===== config.mk =====
export PLATFORM = sky130hd
export DESIGN_NAME = mac_header_filter
export DESIGN_NICKNAME = d
export VERILOG_FILES = /design/src/rtl/mac_header_filter.sv
export SDC_FILE = /design/constraint.sdc
export NUM_CORES = 1
export LEC_CHECK = 0
export ABC_AREA = 1
export BUFFER_PORTS_ARGS = -buffer_cell sky130_fd_sc_hd__buf_2
export CAP_MARGIN = 20
export CORE_UTILIZATION = 61
export DETAILED_ROUTE_END_ITERATION = 12
export GPL_TIMING_DRIVEN = 0
export PLACE_DENSITY = 0.85
export SLEW_MARGIN = 20
export SYNTH_ARGS = -nofsm -noshare
export SYNTH_HDL_FRONTEND = slang
export SYNTH_SLANG_ARGS = --single-unit

===== constraint.sdc =====
create_clock -name clk -period 10.55 [get_ports clk]
set_input_delay 3.165 -clock clk [delete_from_list [all_inputs] [get_ports clk]]
set_output_delay 3.165 -clock clk [all_outputs]
set_load 0.02 [all_outputs]

===== src/rtl/mac_header_filter.sv =====
// Classifies each received MAC header as keep/drop and queues the decision, plus a
// src/dst-swapped reply header for every kept frame, in two order-aligned FIFOs.
module mac_header_filter #(
    parameter int unsigned HEADER_WIDTH     = 112,
    parameter int unsigned FIFO_DEPTH       = 4,
    parameter logic [47:0] FPGA_MAC         = 48'h001C24174ACB,
    parameter bit          ACCEPT_BROADCAST = 1'b1
) (
    input  logic                    clk,
    input  logic                    rst_n,
    input  logic [HEADER_WIDTH-1:0] header_data,
    input  logic                    header_valid,
    output logic                    drop,
    output logic                    drop_vld,
    input  logic                    drop_ack,
    output logic [HEADER_WIDTH-1:0] reply_hdr,
    output logic                    reply_hdr_vld,
    input  logic                    reply_hdr_rdy,
    output logic [15:0]             rx_cnt,
    output logic [15:0]             drop_cnt,
    output logic                    overflow
);

    localparam int unsigned AW    = $clog2(FIFO_DEPTH);
    localparam int unsigned BODY  = HEADER_WIDTH - 48;
    localparam logic [47:0] BCAST = 48'hFFFF_FFFF_FFFF;

    // Stage register: src + ethertype plus the keep decision made on dst.
    logic            stg_valid;
    logic            stg_keep;
    logic [BODY-1:0] stg_body;
    logic [47:0]     dst_in;
    logic            keep_in;

    assign dst_in  = header_data[HEADER_WIDTH-1 -: 48];
    assign keep_in = (dst_in == FPGA_MAC) || (ACCEPT_BROADCAST && (dst_in == BCAST));

    always_ff @(posedge clk or negedge rst_n) begin
        if (!rst_n) begin
            stg_valid <= 1'b0;
            stg_keep  <= 1'b0;
            stg_body  <= '0;
        end else begin
            // NOTE: sequential state uses non-blocking assignments so every register samples pre-edge values.
            stg_valid <= header_valid;
            if (header_valid) begin
                stg_keep <= keep_in;
                stg_body <= header_data[BODY-1:0];
            end
        end
    end

    logic                    dec_mem [FIFO_DEPTH];
    logic [HEADER_WIDTH-1:0] rep_mem [FIFO_DEPTH];
    logic [AW:0]             dec_wr, dec_rd, rep_wr, rep_rd;
    logic                    dec_empty, dec_full, rep_empty, rep_full;
    logic                    dec_pop, rep_pop, lost, dec_push, rep_push;
    logic [HEADER_WIDTH-1:0] reply_word;

    assign dec_empty = (dec_wr == dec_rd);
    assign dec_full  = (dec_wr[AW] != dec_rd[AW]) && (dec_wr[AW-1:0] == dec_rd[AW-1:0]);
    assign rep_empty = (rep_wr == rep_rd);
    assign rep_full  = (rep_wr[AW] != rep_rd[AW]) && (rep_wr[AW-1:0] == rep_rd[AW-1:0]);

    assign dec_pop = drop_ack && !dec_empty;
    assign rep_pop = reply_hdr_rdy && !rep_empty;

    // A header is discarded as a whole so the decision and reply queues never misalign.
    assign lost     = stg_valid && ((dec_full && !dec_pop) || (stg_keep && rep_full && !rep_pop));
    assign dec_push = stg_valid && !lost;
    assign rep_push = dec_push && stg_keep;

    assign reply_word = {stg_body[BODY-1 -: 48], FPGA_MAC, stg_body[BODY-49:0]};

    // NOTE: FIFO storage has no reset; pointers define validity and outputs are gated when empty.
    always_ff @(posedge clk) begin
        if (dec_push) dec_mem[dec_wr[AW-1:0]] <= !stg_keep;
        if (rep_push) rep_mem[rep_wr[AW-1:0]] <= reply_word;
    end

    always_ff @(posedge clk or negedge rst_n) begin
        if (!rst_n) begin
            dec_wr   <= '0;
            dec_rd   <= '0;
            rep_wr   <= '0;
            rep_rd   <= '0;
            rx_cnt   <= '0;
            drop_cnt <= '0;
            overflow <= 1'b0;
        end else begin
            if (dec_push) dec_wr <= dec_wr + 1'b1;
            if (dec_pop)  dec_rd <= dec_rd + 1'b1;
            if (rep_push) rep_wr <= rep_wr + 1'b1;
            if (rep_pop)  rep_rd <= rep_rd + 1'b1;
            if (stg_valid && rx_cnt != 16'hFFFF) rx_cnt <= rx_cnt + 16'd1;
            if (dec_push && !stg_keep && drop_cnt != 16'hFFFF) drop_cnt <= drop_cnt + 16'd1;
            if (lost) overflow <= 1'b1;
        end
    end

    assign drop_vld      = !dec_empty;
    assign drop          = !dec_empty && dec_mem[dec_rd[AW-1:0]];
    assign reply_hdr_vld = !rep_empty;
    assign reply_hdr     = rep_empty ? '0 : rep_mem[rep_rd[AW-1:0]];

endmodule

==> metrics.txt <==
number of buffers added for setup after CTS 0; clk sinks 371; cell taking the most area after synthesis edfxtp_1; DP HPWL 25200 um; Skew-Pair Late Insertion Delay 0.52 ns; Worst path slowest cell clkbuf_1; Core Footprint 0.0254 mm2; worst reg2reg startpoint rep_rd[0]; Die ar. 0.0268 mm2; DR WL/cell 17.6 um; Ports 265; cell chain of the critical path clkbuf_1 -> clkbuf_1 -> o21ai_0 -> o22ai_1 -> nand2_1 -> inv_1 -> buf_2; most frequent cell after synthesis nand2_1; CP endpoint kind output pin; Post-synth top cells nand2_1 (422), edfxtp_1 (260), nor2_1 (187), o21ai_0 (140), inv_1 (114); Rel. slew slack 41.2%; Reg2Reg Setup Slack 7.67 ns; chip width 164 um; Post-Synthesis Cells 1538; GR Util met3 5.03%; layout cells sized above 1 20.4%; YS warnings 0; FF-to-FF End rep_mem[0][40]; via count 12200; antenna violations before repair 3; syn avg cell area 10.4 um2; Vias/cell 5.53; WP buf/inv 4; row count 58; Placed Instances 2143; nets@finish 1981; GR Util met2 51.9%; Top FF cell, synth edfxtp_1; CTS Buf Count 37; Worst path max stage delay 0.54 ns; Tcrit/Tclk final 57.1%; worst hold path class reg -> reg; VDD IR max 0.000173 V; Hold Path End overflow; sequential fraction of the synthesis area 66.4%; Max Clock Skew 0.00957 ns; first-pass GRT wire length 61300 um; GRT Total Usage 29.9%; # DRC 0; fin util 75.3%; I/O Buffers 233; Synth cell types 33; GR Util met1 36.7%; GRT Max-Usage Layer met2; Clock Path Buffers 3; Final Hold Fails 0; H-tree depth 2; Hold Slack 0.457 ns; Placed Area 0.0180 mm2; hold buffers post-CTS 0; WL final 38800 um; FFs w/ async S/R, synth 29.9%; Crit path required time 7.39 ns; detailed-router iteration count before antenna repair 7; unrepaired setup endpoints after global routing no; DRT antenna net count 0; Pins Over Slew Limit 0; largest net degree at the start of global routing 71; post-layout minimum cycle time 6.02 ns; Worst path top cell family by delay buffers and inverters; root buffer cell clkbuf_16; outcome completed; Area Overhead vs Synth 19.8%; grt total ovfl 0; #FFs+latches synth 371; Fillers 1642; CTS tree built; Slew @ Worst Pin 0.882 ns; R2R cell count 11; Crit path top cell by count clkbuf_1; count of flip-flops with a built-in enable after synthesis 260; ANT cells 0; WS Path Type reg -> out; synthesized cell area 0.0160 mm2; Critical Path Source Type flop; number of global-route vias before repair 12300; Max-Cap Viols 0; WP data arrival 2.85 ns; PD cells 248 mW/mm2; hold_sp overflow; Hold Path Stages 1; Layout Cells excl Fill 2210; setup TNS 0 ns; Final Setup Violations 0; GPL Wtd Cong 0.932; post_cts resized 0; critical path peak fanout 10; clock input transition at the sequential cells of the worst setup and hold paths 0.06 ns; post-synth top area share 48.9%; static leakage 8.44 nW; top post-synthesis cells by area edfxtp_1 (49%), dfrtp_1 (17%), nand2_1 (9.9%); Die Span Y 164 um; Fmax achieved 166 MHz; initial drt markers 1050; design area 0.0191 mm2; Starting Density 62.8%
logic make-up (layout without fill, tap and decap cells):
family / after synthesis / after routing / share of synthesized area (%)
other: 1 / 31 / 0.0235
AO/OA/AOI/OAI: 211 / 211 / 7.15
adder cells (fa/ha/maj): 12 / 12 / 0.941
flip-flops: 371 / 371 / 66.4
buffers and inverters: 232 / 544 / 6.79
AND/OR/NAND/NOR: 684 / 684 / 17.3
XOR/XNOR: 27 / 27 / 1.48
cells in the final DEF (no fill, tap or decap), types with 2 or more instances in the layout:
cell type   count
a21oi_1         3
buf_1           7
buf_12          5
buf_16          6
buf_2         243
buf_4          49
buf_6           3
clkbuf_1       57
clkbuf_16      37
clkbuf_8        6
clkinv_2        7
clkinvlp_4      3
conb_1         31
dfrtp_1       111
edfxtp_1      260
ha_1           12
inv_1         114
inv_2           2
inv_6           2
nand2_1       422
nand3_1        36
nand3_2         2
nand4_1         7
nor2_1        183
nor2_4          7
nor3_1         18
nor3_2          2
o21ai_0       140
o21ai_1         2
o22ai_1        65
xnor2_1         6
xor2_1         21
routing by layer:
layer,part of all wire [%],wire length [um]
met5,0.033,13
met4,3.5,1360
met3,8.6,3330
met2,51,19800
met1,37,14300
how the worst max path moves through the flow:
stage	start	endpoint	slack, ns	depth (start not counted)
floorplan	reply_hdr_rdy	rep_mem[0][0]	3.63	8
global placement	reply_hdr_rdy	rep_mem[0][52]	1.33	9
detailed placement	rep_rd[0]	reply_hdr[110]	4.97	9
CTS	rep_rd[0]	reply_hdr[110]	4.39	9
global route	rep_rd[1]	reply_hdr[96]	4.47	7
finish	rep_rd[1]	reply_hdr[96]	4.53	7
registers in the layout, indices dropped and copies added, names as in the netlist:
register   count
rep_mem      256
stg_body      64
drop_cnt      16
rx_cnt        16
dec_mem        4
dec_rd         3
dec_wr         3
rep_rd         3
rep_wr         3
overflow       1
stg_keep       1
stg_valid      1
stage by stage:
| step | total power, W | worst slack [ns] |
|---|---|---|
| global placement | 0.00343 | 1.33 |
| CTS | 0.00474 | 4.39 |
| floorplan | 0.00287 | 3.63 |
| finish | 0.00474 | 4.53 |
| detailed placement | 0.00348 | 4.97 |
| global route | 0.00498 | 4.47 |
layout make-up:
type / count / area, um2 / area share, %
Sequential cell: 371 / 10600 / 55.4
Multi-Input combinational cell: 965 / 4430 / 23.2
Timing Repair Buffer: 245 / 1450 / 7.60
Clock buffer: 54 / 1050 / 5.49
Buffer: 116 / 649 / 3.40
Inverter: 116 / 435 / 2.28
Tap cell: 330 / 413 / 2.16
Clock inverter: 13 / 105 / 0.550
where the power goes:
group	internal, W	switching [W]
clock	0.000719	0.000534
combinational	0.000550	0.00121
sequential	0.00164	0.0000835
Power figures use the tool's default switching activity.
